==> src/rtl/cpu_ctrl_pkg.sv <==
// Shared definitions for the cpu run controller: state encoding, load targets,
// and the dump-window address helper.
package cpu_ctrl_pkg;

  localparam logic [2:0] ST_IDLE      = 3'd0;
  localparam logic [2:0] ST_LOAD      = 3'd1;
  localparam logic [2:0] ST_SETTLE    = 3'd2;
  localparam logic [2:0] ST_RUN       = 3'd3;
  localparam logic [2:0] ST_DUMP_RD   = 3'd4;
  localparam logic [2:0] ST_DUMP_WAIT = 3'd5;
  localparam logic [2:0] ST_DUMP_OUT  = 3'd6;
  localparam logic [2:0] ST_DONE      = 3'd7;

  typedef enum logic [2:0] {
    S_IDLE      = ST_IDLE,
    S_LOAD      = ST_LOAD,
    S_SETTLE    = ST_SETTLE,
    S_RUN       = ST_RUN,
    S_DUMP_RD   = ST_DUMP_RD,
    S_DUMP_WAIT = ST_DUMP_WAIT,
    S_DUMP_OUT  = ST_DUMP_OUT,
    S_DONE      = ST_DONE
  } state_t;

  localparam logic LD_TGT_IMEM = 1'b0;
  localparam logic LD_TGT_DMEM = 1'b1;

  localparam int unsigned WORD_BYTES = 8;

  // Byte address of dump word idx; wraps modulo 2^64 by construction.
  function automatic logic [63:0] dump_word_addr(input logic [63:0] base,
                                                 input logic [31:0] idx);
    return base + ({32'd0, idx} * 64'(WORD_BYTES));
  endfunction

endpackage

==> src/rtl/ctrl_down_counter.sv <==
// Loadable down-counter with a zero flag; used to time the data-memory read latency.
module ctrl_down_counter #(
  parameter int W = 32
) (
  input  logic         clk,
  input  logic         arst,
  input  logic         load,
  input  logic [W-1:0] load_val,
  input  logic         dec,
  output logic         zero
);

  logic [W-1:0] count;

  always_ff @(posedge clk or posedge arst) begin
    if (arst)
      count <= '0;
    else if (load)
      count <= load_val;
    else if (dec && count != '0)
      count <= count - 1'b1;
  end

  assign zero = (count == '0);

endmodule

==> src/rtl/cpu_run_controller.sv <==
// Host-side sequencer: streams an image into imem/dmem, runs the cpu for a bounded
// number of cycles, then streams a data-memory window back out.
module cpu_run_controller
  import cpu_ctrl_pkg::*;
#(
  parameter logic [63:0] DUMP_BASE  = 64'h0,
  parameter int unsigned DUMP_WORDS = 16,
  parameter int unsigned RD_LAT     = 1
) (
  input  logic        clk,
  input  logic        arst,
  input  logic        start,
  input  logic        abort,
  input  logic [31:0] run_cycles,
  input  logic        halt,
  input  logic        ld_valid,
  output logic        ld_ready,
  input  logic        ld_target,
  input  logic [63:0] ld_addr,
  input  logic [63:0] ld_data,
  input  logic        ld_last,
  output logic        cpu_enable,
  output logic [63:0] addr_ext,
  output logic        wen_ext,
  output logic        ren_ext,
  output logic [31:0] wdata_ext,
  output logic [63:0] addr_ext_2,
  output logic        wen_ext_2,
  output logic        ren_ext_2,
  output logic [63:0] wdata_ext_2,
  input  logic [63:0] rdata_ext_2,
  output logic        dump_valid,
  input  logic        dump_ready,
  output logic [63:0] dump_data,
  output logic [31:0] dump_idx,
  output logic [31:0] cycles_run,
  output logic        busy,
  output logic        done
);

  localparam logic [31:0] WAIT_INIT = 32'(RD_LAT - 1);
  localparam logic [31:0] LAST_IDX  = (DUMP_WORDS == 0) ? 32'd0 : 32'(DUMP_WORDS - 1);

  state_t      state;
  logic [31:0] run_lat;
  logic [31:0] run_next;
  logic        enter_dump;
  logic        wait_zero;

  assign run_next = cycles_run + 32'd1;

  // Both the zero-cycle settle path and every RUN exit funnel into the dump path.
  always_comb begin
    enter_dump = 1'b0;
    if (state == S_SETTLE && run_lat == '0)
      enter_dump = 1'b1;
    if (state == S_RUN && (halt || run_next == run_lat))
      enter_dump = 1'b1;
  end

  ctrl_down_counter #(.W(32)) u_wait (
    .clk      (clk),
    .arst     (arst),
    .load     (state == S_DUMP_RD),
    .load_val (WAIT_INIT),
    .dec      (state == S_DUMP_WAIT),
    .zero     (wait_zero)
  );

  always_ff @(posedge clk or posedge arst) begin
    if (arst) begin
      state       <= S_IDLE;
      run_lat     <= '0;
      ld_ready    <= 1'b0;
      cpu_enable  <= 1'b0;
      addr_ext    <= '0;
      wen_ext     <= 1'b0;
      ren_ext     <= 1'b0;
      wdata_ext   <= '0;
      addr_ext_2  <= '0;
      wen_ext_2   <= 1'b0;
      ren_ext_2   <= 1'b0;
      wdata_ext_2 <= '0;
      dump_valid  <= 1'b0;
      dump_data   <= '0;
      dump_idx    <= '0;
      cycles_run  <= '0;
      busy        <= 1'b0;
      done        <= 1'b0;
    end else if (abort) begin
      // Any word accepted this cycle is dropped: no strobe follows an abort.
      state      <= S_IDLE;
      ld_ready   <= 1'b0;
      cpu_enable <= 1'b0;
      wen_ext    <= 1'b0;
      wen_ext_2  <= 1'b0;
      ren_ext_2  <= 1'b0;
      dump_valid <= 1'b0;
      busy       <= 1'b0;
      done       <= 1'b0;
    end else begin
      wen_ext   <= 1'b0;
      wen_ext_2 <= 1'b0;
      case (state)
        S_IDLE, S_DONE: begin
          if (start) begin
            state      <= S_LOAD;
            run_lat    <= run_cycles;
            cycles_run <= '0;
            dump_idx   <= '0;
            ld_ready   <= 1'b1;
            busy       <= 1'b1;
            done       <= 1'b0;
          end
        end
        S_LOAD: begin
          if (ld_valid && ld_ready) begin
            if (ld_target == LD_TGT_IMEM) begin
              wen_ext   <= 1'b1;
              addr_ext  <= ld_addr;
              wdata_ext <= ld_data[31:0];
            end else begin
              wen_ext_2   <= 1'b1;
              addr_ext_2  <= ld_addr;
              wdata_ext_2 <= ld_data;
            end
            if (ld_last) begin
              state    <= S_SETTLE;
              ld_ready <= 1'b0;
            end
          end
        end
        S_SETTLE: begin
          if (run_lat != '0) begin
            state      <= S_RUN;
            cpu_enable <= 1'b1;
          end
        end
        S_RUN: begin
          if (!halt)
            cycles_run <= run_next;
          if (enter_dump)
            cpu_enable <= 1'b0;
        end
        S_DUMP_RD: begin
          state <= S_DUMP_WAIT;
        end
        S_DUMP_WAIT: begin
          if (wait_zero) begin
            state      <= S_DUMP_OUT;
            dump_data  <= rdata_ext_2;
            dump_valid <= 1'b1;
            ren_ext_2  <= 1'b0;
          end
        end
        S_DUMP_OUT: begin
          if (dump_ready) begin
            dump_valid <= 1'b0;
            if (dump_idx == LAST_IDX) begin
              state <= S_DONE;
              busy  <= 1'b0;
              done  <= 1'b1;
            end else begin
              state      <= S_DUMP_RD;
              dump_idx   <= dump_idx + 32'd1;
              addr_ext_2 <= dump_word_addr(DUMP_BASE, dump_idx + 32'd1);
              ren_ext_2  <= 1'b1;
            end
          end
        end
        default: state <= S_IDLE;
      endcase

      if (enter_dump) begin
        if (DUMP_WORDS == 0) begin
          state <= S_DONE;
          busy  <= 1'b0;
          done  <= 1'b1;
        end else begin
          state      <= S_DUMP_RD;
          addr_ext_2 <= dump_word_addr(DUMP_BASE, dump_idx);
          ren_ext_2  <= 1'b1;
        end
      end
    end
  end

endmodule

==> config.mk <==
export PLATFORM = sky130hd
export DESIGN_NAME = cpu_run_controller
export DESIGN_NICKNAME = d
export VERILOG_FILES = /design/src/rtl/cpu_ctrl_pkg.sv /design/src/rtl/ctrl_down_counter.sv /design/src/rtl/cpu_run_controller.sv
export SDC_FILE = /design/constraint.sdc
export NUM_CORES = 1
export LEC_CHECK = 0
export CAP_MARGIN = 15
export CORE_AREA = 2 2 233 235
export CTS_BUF_LIST = sky130_fd_sc_hd__clkbuf_4 sky130_fd_sc_hd__clkbuf_8
export DETAILED_ROUTE_END_ITERATION = 10
export DIE_AREA = 0 0 235 237
export PLACE_DENSITY = 0.72
export SKIP_LAST_GASP = 1
export SLEW_MARGIN = 10
export SYNTH_ARGS = -nofsm -noshare
export SYNTH_HDL_FRONTEND = slang
export SYNTH_HIERARCHICAL = 1
export SYNTH_SLANG_ARGS = --single-unit
export TNS_END_PERCENT = 50
==> constraint.sdc <==
create_clock -name clk -period 22.2 [get_ports clk]
set_input_delay 4.44 -clock clk [delete_from_list [all_inputs] [get_ports clk]]
set_output_delay 4.44 -clock clk [all_outputs]
set_load 0.005 [all_outputs]
==> results.cfg, run 1 <==
[run_status]
status = finished, final reports clean

[setup_path]
crit_buf_inv = 5
reg2reg_from = cycles_run[4]
reg2reg_depth = 10
cp-start-kind = input pin
startpoint = arst
crit_slowest_cell = buf_4
path_cells = clkdlybuf4s50_1 > inv_8 > buf_4 > buf_4 > buf_4
crit_top_cell = buf_4
critPathTopFamily = buffers and inverters
timing.rr.end = addr_ext_2[10]
worstSetupPathType = in -> async
crit_required_ns = 22.83
end_kind = async pin
critPathMaxStageDelay_ns = 0.91
worstPathMaxFanout = 112
arrival_ns = 8.24
worst-r2r-setup-slack_ns = 17.45

[sta]
finalCriticalPeriod_ns = 7.61
slew_headroom_pct = 20.4
drv_slew = 0
hold_ws_ns = 0.472
max_freq_ghz = 0.131
setup_tns_ns = 0
tightest_slew_ns = 1.19
rsz0062_at_grt = false
setup_viol_count_final = 0
hold_violations = 0
final.setup_skew_ns = 0.0405
post-route-period-util_pct = 34.3

[cts]
cts_hold_buf = 0
cts_max_level = 3
cts-root-buf = clkbuf_8
numCtsBuffers = 78
cts_setup_buffers = 0
worstSkewPairLatency_ns = 0.68
path_clk_slew_ns = 0.06
numClockSinks = 427
cts_tree = yes
clockBufferDepth = 3
post_cts_resize_count = 0

[detailed_routing]
drc = 0
avgRoutedWirePerCell_um = 22.9
vias = 19400
drt_wl_total_um = 77700
drtIter0Drc = 1837
firstDrtPassIters = 6
ant_nets = 0
routed_via_density = 5.69

[logic_synthesis]
synth-seq-cells = 427
synth_area_um2 = 20900
synth_edf_count = 0
synth-main-ff-cell = dfrtp_1
synth-async-reset-ratio_pct = 100
ys_seq_area_share_pct = 51.2
yosysWarnings = 8
netlist_instances = 2064
avgSynthCellArea_um2 = 10.1
ys_types = 89

[worst_hold_path]
hold_path.class = reg -> reg
worstHoldStart = wdata_ext_2[49]
min_to = wdata_ext_2[49]
holdPathStages = 2

[pwr]
finalPower_mw = 3.18
ir_worst_vdd_v = 0.0000660
pwr-share-comb_pct = 33.9
power_density_nw_per_um2 = 109
seq_power_share_pct = 40.1
intPower_mw = 2.15
switchingPower_mw = 1.02
power.leakage_nw = 12.4
swShare_pct = 32.3
p_clk_share_pct = 26.1

[die]
pin_count = 594
die_w_um = 235
die_height_um = 237
die-area_um2 = 55700
rows = 85
start_util_pct = 39.1
core-area_um2 = 53300

[global_route]
antenna_found_initial = 10
overflow = 0
track_usage_pct = 27.3
grt_pass1_wl_um = 118000
grt_max_degree = 113
grt_pass1_vias = 19000

[layout]
drive_above_1_share_pct = 15.2
syn2layout_area_growth_pct = 39.7
fillCellCount = 4570
nets = 2873
stdcell_area_um2 = 29100
final_cell_mix = clkdlybuf4s50_1, dfrtp_1, nand2_1, mux2_2, nor2_1
final_common_cell = clkdlybuf4s50_1

[place]
dpl-instance-area_um2 = 27400
dp_hpwl_um = 56200
gp_congestion = 0.923
io_buffers = 592

[flow_run]
drv_cap = 0
[power by group through the flow]
stage / clock [mW] / combinational, mW / sequential (mW)
2_1_floorplan: 0 / 0.443 / 1.23
3_3_place_gp: 0 / 1.05 / 1.26
3_5_place_dp: 0 / 1.08 / 1.28
4_1_cts: 0.845 / 1.08 / 1.27
5_1_grt: 0.883 / 1.15 / 1.30
6_report: 0.828 / 1.08 / 1.27
[logic make-up after synthesis]
kind of cell | Yosys count | synth area share (%)
buf+inv | 179 | 3.44
other cells | 1 | 0.0180
fa+ha+maj | 3 | 0.180
compound gates | 447 | 14.6
xor+xnor | 66 | 2.77
mux | 202 | 10.9
simple gates | 739 | 16.9
flops | 427 | 51.2
[flip-flops by register name (all words and copies together) (netlist names), 3 cells and up]
name and cells:
dump_data 64, u_wait/count 32, addr_ext_2 64, state 3
wdata_ext_2 64, wdata_ext 32, addr_ext 64, run_lat 32
dump_idx 32, cycles_run 32
[metrics by stage]
stage	std cells	worst slack (ns)	utilization [%]
after global placement	3253	13.85	51.4
final	3400	14.59	54.7
after floorplan	2096	6.78	-
after global routing	3400	14.06	54.7
after detailed placement	3253	13.75	51.4
after CTS	3392	14.46	54.7
[worst register-to-register path, cell delays in order (launching register included)]
cell and delay [ns]:
dfrtp_1 0.52, nand3_1 0.48, or3_1 0.68, or4_4 0.63, mux2_4 0.32, nor4_2 0.21, nand4_1 0.30, o211ai_1 0.44
nand2_2 0.29, buf_4 0.44, a22o_1 0.33
[per-layer routing]
metal | track usage (%) | share of wire (%) | vias to the layer above | wire (µm)
li1 | - | - | 8604 | -
met1 | 35.3 | 40 | 9556 | 31200
met2 | 43.6 | 47 | 1003 | 36600
met3 | 7.05 | 8.8 | 185 | 6830
met4 | 11.1 | 3.9 | 4 | 3060
met5 | 0 | 0.035 | - | 27
[worst max path at each step]
stage | endpoint | slack [ns] | depth (start not counted)
after floorplan | addr_ext[0] | 6.78 | 1
after global placement | addr_ext[54] | 13.85 | 5
after detailed placement | addr_ext[54] | 13.75 | 5
after CTS | addr_ext_2[57] | 14.46 | 5
after global routing | dump_data[58] | 14.06 | 5
final | dump_data[5] | 14.59 | 5
[Yosys cell counts, types with 10 or more instances]
cell type	n	area share [%]
nor2_1	136	2.4
a22o_1	35	1.5
or3_1	11	0.33
o21ai_1	17	0.41
a31oi_1	47	1.4
xor2_1	19	0.80
o41ai_1	11	0.46
nand2b_1	11	0.33
and3_1	18	0.54
buf_1	12	0.22
o21ai_0	107	2.6
and2_1	10	0.30
nand4_1	38	1.1
a32o_1	19	0.91
buf_2	11	0.26
nand3_1	63	1.5
nor3_1	28	0.67
mux2_2	196	11
or2_2	13	0.39
and4_1	12	0.50
dfrtp_1	427	51
inv_1	22	0.40
nor4_1	33	0.99
o31ai_1	41	1.5
a21oi_1	70	1.7
o211ai_1	11	0.40
clkbuf_1	127	2.3
nand2_1	323	5.8
xnor2_1	47	2.0
[layout make-up]
class                   count  area (µm²)  area share (%)
inverters                  23        95.1           0.326
multi-input cells        1490        9610            33.0
well taps                 696         871            2.99
diodes                      8        20.0          0.0687
repair buffers            617        6110            21.0
flip-flops and latches    427       10700            36.7
clock inverters            16         155           0.532
clock buffers             123        1590            5.47
(Power assumes the default switching activity.)
==> run 2, diff against run 1 <==
--- a/config.mk
+++ b/config.mk
@@ -6,11 +6,11 @@
 export NUM_CORES = 1
 export LEC_CHECK = 0
 export CAP_MARGIN = 15
-export CORE_AREA = 2 2 233 235
+export CORE_AREA = 2 2 232 234
 export CTS_BUF_LIST = sky130_fd_sc_hd__clkbuf_4 sky130_fd_sc_hd__clkbuf_8
 export DETAILED_ROUTE_END_ITERATION = 10
-export DIE_AREA = 0 0 235 237
-export PLACE_DENSITY = 0.72
+export DIE_AREA = 0 0 234 236
+export PLACE_DENSITY = 0.75
 export SKIP_LAST_GASP = 1
 export SLEW_MARGIN = 10
 export SYNTH_ARGS = -nofsm -noshare
==> constraint.sdc (replaced) <==
create_clock -name clk -period 6.9 [get_ports clk]
set_input_delay 1.38 -clock clk [delete_from_list [all_inputs] [get_ports clk]]
set_output_delay 1.38 -clock clk [all_outputs]
set_load 0.005 [all_outputs]
==> run 2 against run 1 <==
Effect of this change:
- wire length increased by 1.9%
- non-clock buffer count unchanged
- clock power increased to 3.2 times the previous value
- sequential power increased to 3.2 times the previous value
- die area decreased by 0.85%
==> results.cfg, run 2 (synthesis results as in run 1) <==
[run_status]
status = finished, final reports clean

[layout]
nets = 2871
final_common_cell = clkdlybuf4s50_1
fillCellCount = 4525
syn2layout_area_growth_pct = 39.7
fin_util_pct = 54.9
stdcell_area_um2 = 29100
drive_above_1_share_pct = 15.2
final_cell_mix = clkdlybuf4s50_1, dfrtp_1, nand2_1, mux2_2, nor2_1

[cts]
clockBufferDepth = 3
cts_tree = yes
numCtsBuffers = 76
path_clk_slew_ns = 0.06
cts-root-buf = clkbuf_8
cts_hold_buf = 0
numClockSinks = 427
post_cts_resize_count = 0
cts_setup_buffers = 0
cts_max_level = 3
worstSkewPairLatency_ns = 0.67

[global_route]
track_usage_pct = 28.2
grtUsageMet2_pct = 44.4
top_usage_layer = met2
grt.met1_usage_pct = 36.3
overflow = 0
grt_pass1_vias = 18700
grt_max_degree = 160
use_met3_pct = 7.58
grt_pass1_wl_um = 119000
antenna_found_initial = 7

[detailed_routing]
ant_nets = 0
routed_via_density = 5.65
drt_wl_total_um = 79200
drtIter0Drc = 1804
drc = 0
avgRoutedWirePerCell_um = 23.3
firstDrtPassIters = 6
vias = 19200

[setup_path]
startpoint = cycles_run[0]
crit_buf_inv = 1
reg2reg_depth = 11
crit_required_ns = 7.43
timing.critical_path.depth = 11
endpoint = addr_ext_2[26]
worst-r2r-setup-slack_ns = 2.54
arrival_ns = 4.90
timing.rr.end = addr_ext_2[26]
critPathTopFamily = simple AND/OR/NAND/NOR gates
worstSetupPathType = reg -> reg
end_kind = register
path_cells = ha_1 > nand4_1 > nor4_1 > xnor2_1 > o2111ai_1 > nor4b_1 > nand4_1 > o211ai_1 > nand2_2 > buf_4 > a22o_1
cp-start-kind = register
crit_slowest_cell = nor4_1
crit_top_cell = nand4_1
worstPathMaxFanout = 61
critPathMaxStageDelay_ns = 0.73
reg2reg_from = cycles_run[0]

[sta]
rsz0062_at_grt = false
max_freq_ghz = 0.229
hold_violations = 0
tightest_slew_ns = 0.945
setup_tns_ns = 0
finalCriticalPeriod_ns = 4.36
setup_viol_count_final = 0
final.setup_skew_ns = 0.0300
post-route-period-util_pct = 63.2
drv_slew = 0
layout_setup_ws_ns = 2.54
slew_headroom_pct = 36.4

[place]
dp_hpwl_um = 57800
dpl-instance-area_um2 = 27400
io_buffers = 592
gp_congestion = 0.963
place_ws_ns = 2.49

[die]
die_w_um = 234
die-area_um2 = 55200
start_util_pct = 39.3
rows = 85
core-area_um2 = 53100
pin_count = 594
die_height_um = 236

[pwr]
swShare_pct = 32.4
p_clk_share_pct = 25.8
seq_power_share_pct = 40.2
intPower_mw = 6.91
ir_worst_vdd_v = 0.000173
pwr-share-comb_pct = 34.0
switchingPower_mw = 3.31
power_density_nw_per_um2 = 350
power.leakage_nw = 12.4

[worst_hold_path]
hold_path.class = reg -> reg

[flow_run]
drv_cap = 0
run 2: cell count changes in the layout (fill, tap and decap cells not counted), sizes merged:
cell,previous run,this run
clkinvlp,0,1
clkbuf,123,128
inv,25,26
clkinv,13,7
bufinv,1,0
diode,8,5
run 2: stage by stage:
step | std cells | power (mW) | hold slack [ns]
after floorplan | 2096 | 5.39 | 0.470
final | 3397 | 10.2 | 0.471
after detailed placement | 3253 | 7.59 | 0.461
after CTS | 3392 | 10.3 | 0.476
after global placement | 3253 | 7.47 | 0.458
after global routing | 3397 | 10.8 | 0.493
run 2: power groups by stage:
stage / registers (mW) / clock network [mW] / logic, mW
4_1_cts: 4.10 / 2.69 / 3.49
5_1_grt: 4.20 / 2.81 / 3.74
2_1_floorplan: 3.96 / 0 / 1.43
3_3_place_gp: 4.09 / 0 / 3.39
6_report: 4.10 / 2.64 / 3.47
3_5_place_dp: 4.12 / 0 / 3.47
run 2: worst min-delay path by stage:
stage	start	endpoint	slack, ns	cells past startpoint
finish	wdata_ext_2[22]	wdata_ext_2[22]	0.47	2
global route	wdata_ext_2[49]	wdata_ext_2[49]	0.49	2
CTS	wdata_ext_2[17]	wdata_ext_2[17]	0.48	2
detailed placement	wdata_ext_2[17]	wdata_ext_2[17]	0.46	2
global placement	wdata_ext_2[25]	wdata_ext_2[25]	0.46	2
floorplan	wdata_ext_2[0]	wdata_ext_2[0]	0.47	2
run 2: worst register-to-register path, stage by stage, from the launching register on:
cell	delay (ns)
dfrtp_1	0.55
ha_1	0.46
nand4_1	0.37
nor4_1	0.73
xnor2_1	0.19
o2111ai_1	0.12
nor4b_1	0.40
nand4_1	0.26
o211ai_1	0.32
nand2_2	0.10
buf_4	0.35
a22o_1	0.38
run 2: layer usage:
layer  share of wire [%]  routed length (µm)  up-vias
li1                    -                   -     8598
met1                  40               31400     9373
met2                  46               36800     1016
met3                 9.3                7370      186
met4                 4.6                3630        4
met5               0.033                  26        -
run 2: cell type report:
class | instances | area [µm²] | area share [%]
Sequential cell | 427 | 10700 | 36.7
Antenna cell | 5 | 12.5 | 0.0429
Multi-Input combinational cell | 1490 | 9610 | 33.0
Tap cell | 696 | 871 | 2.99
Timing Repair Buffer | 617 | 6140 | 21.1
Clock inverter | 11 | 105 | 0.361
Inverter | 23 | 91.3 | 0.313
Clock buffer | 128 | 1620 | 5.57
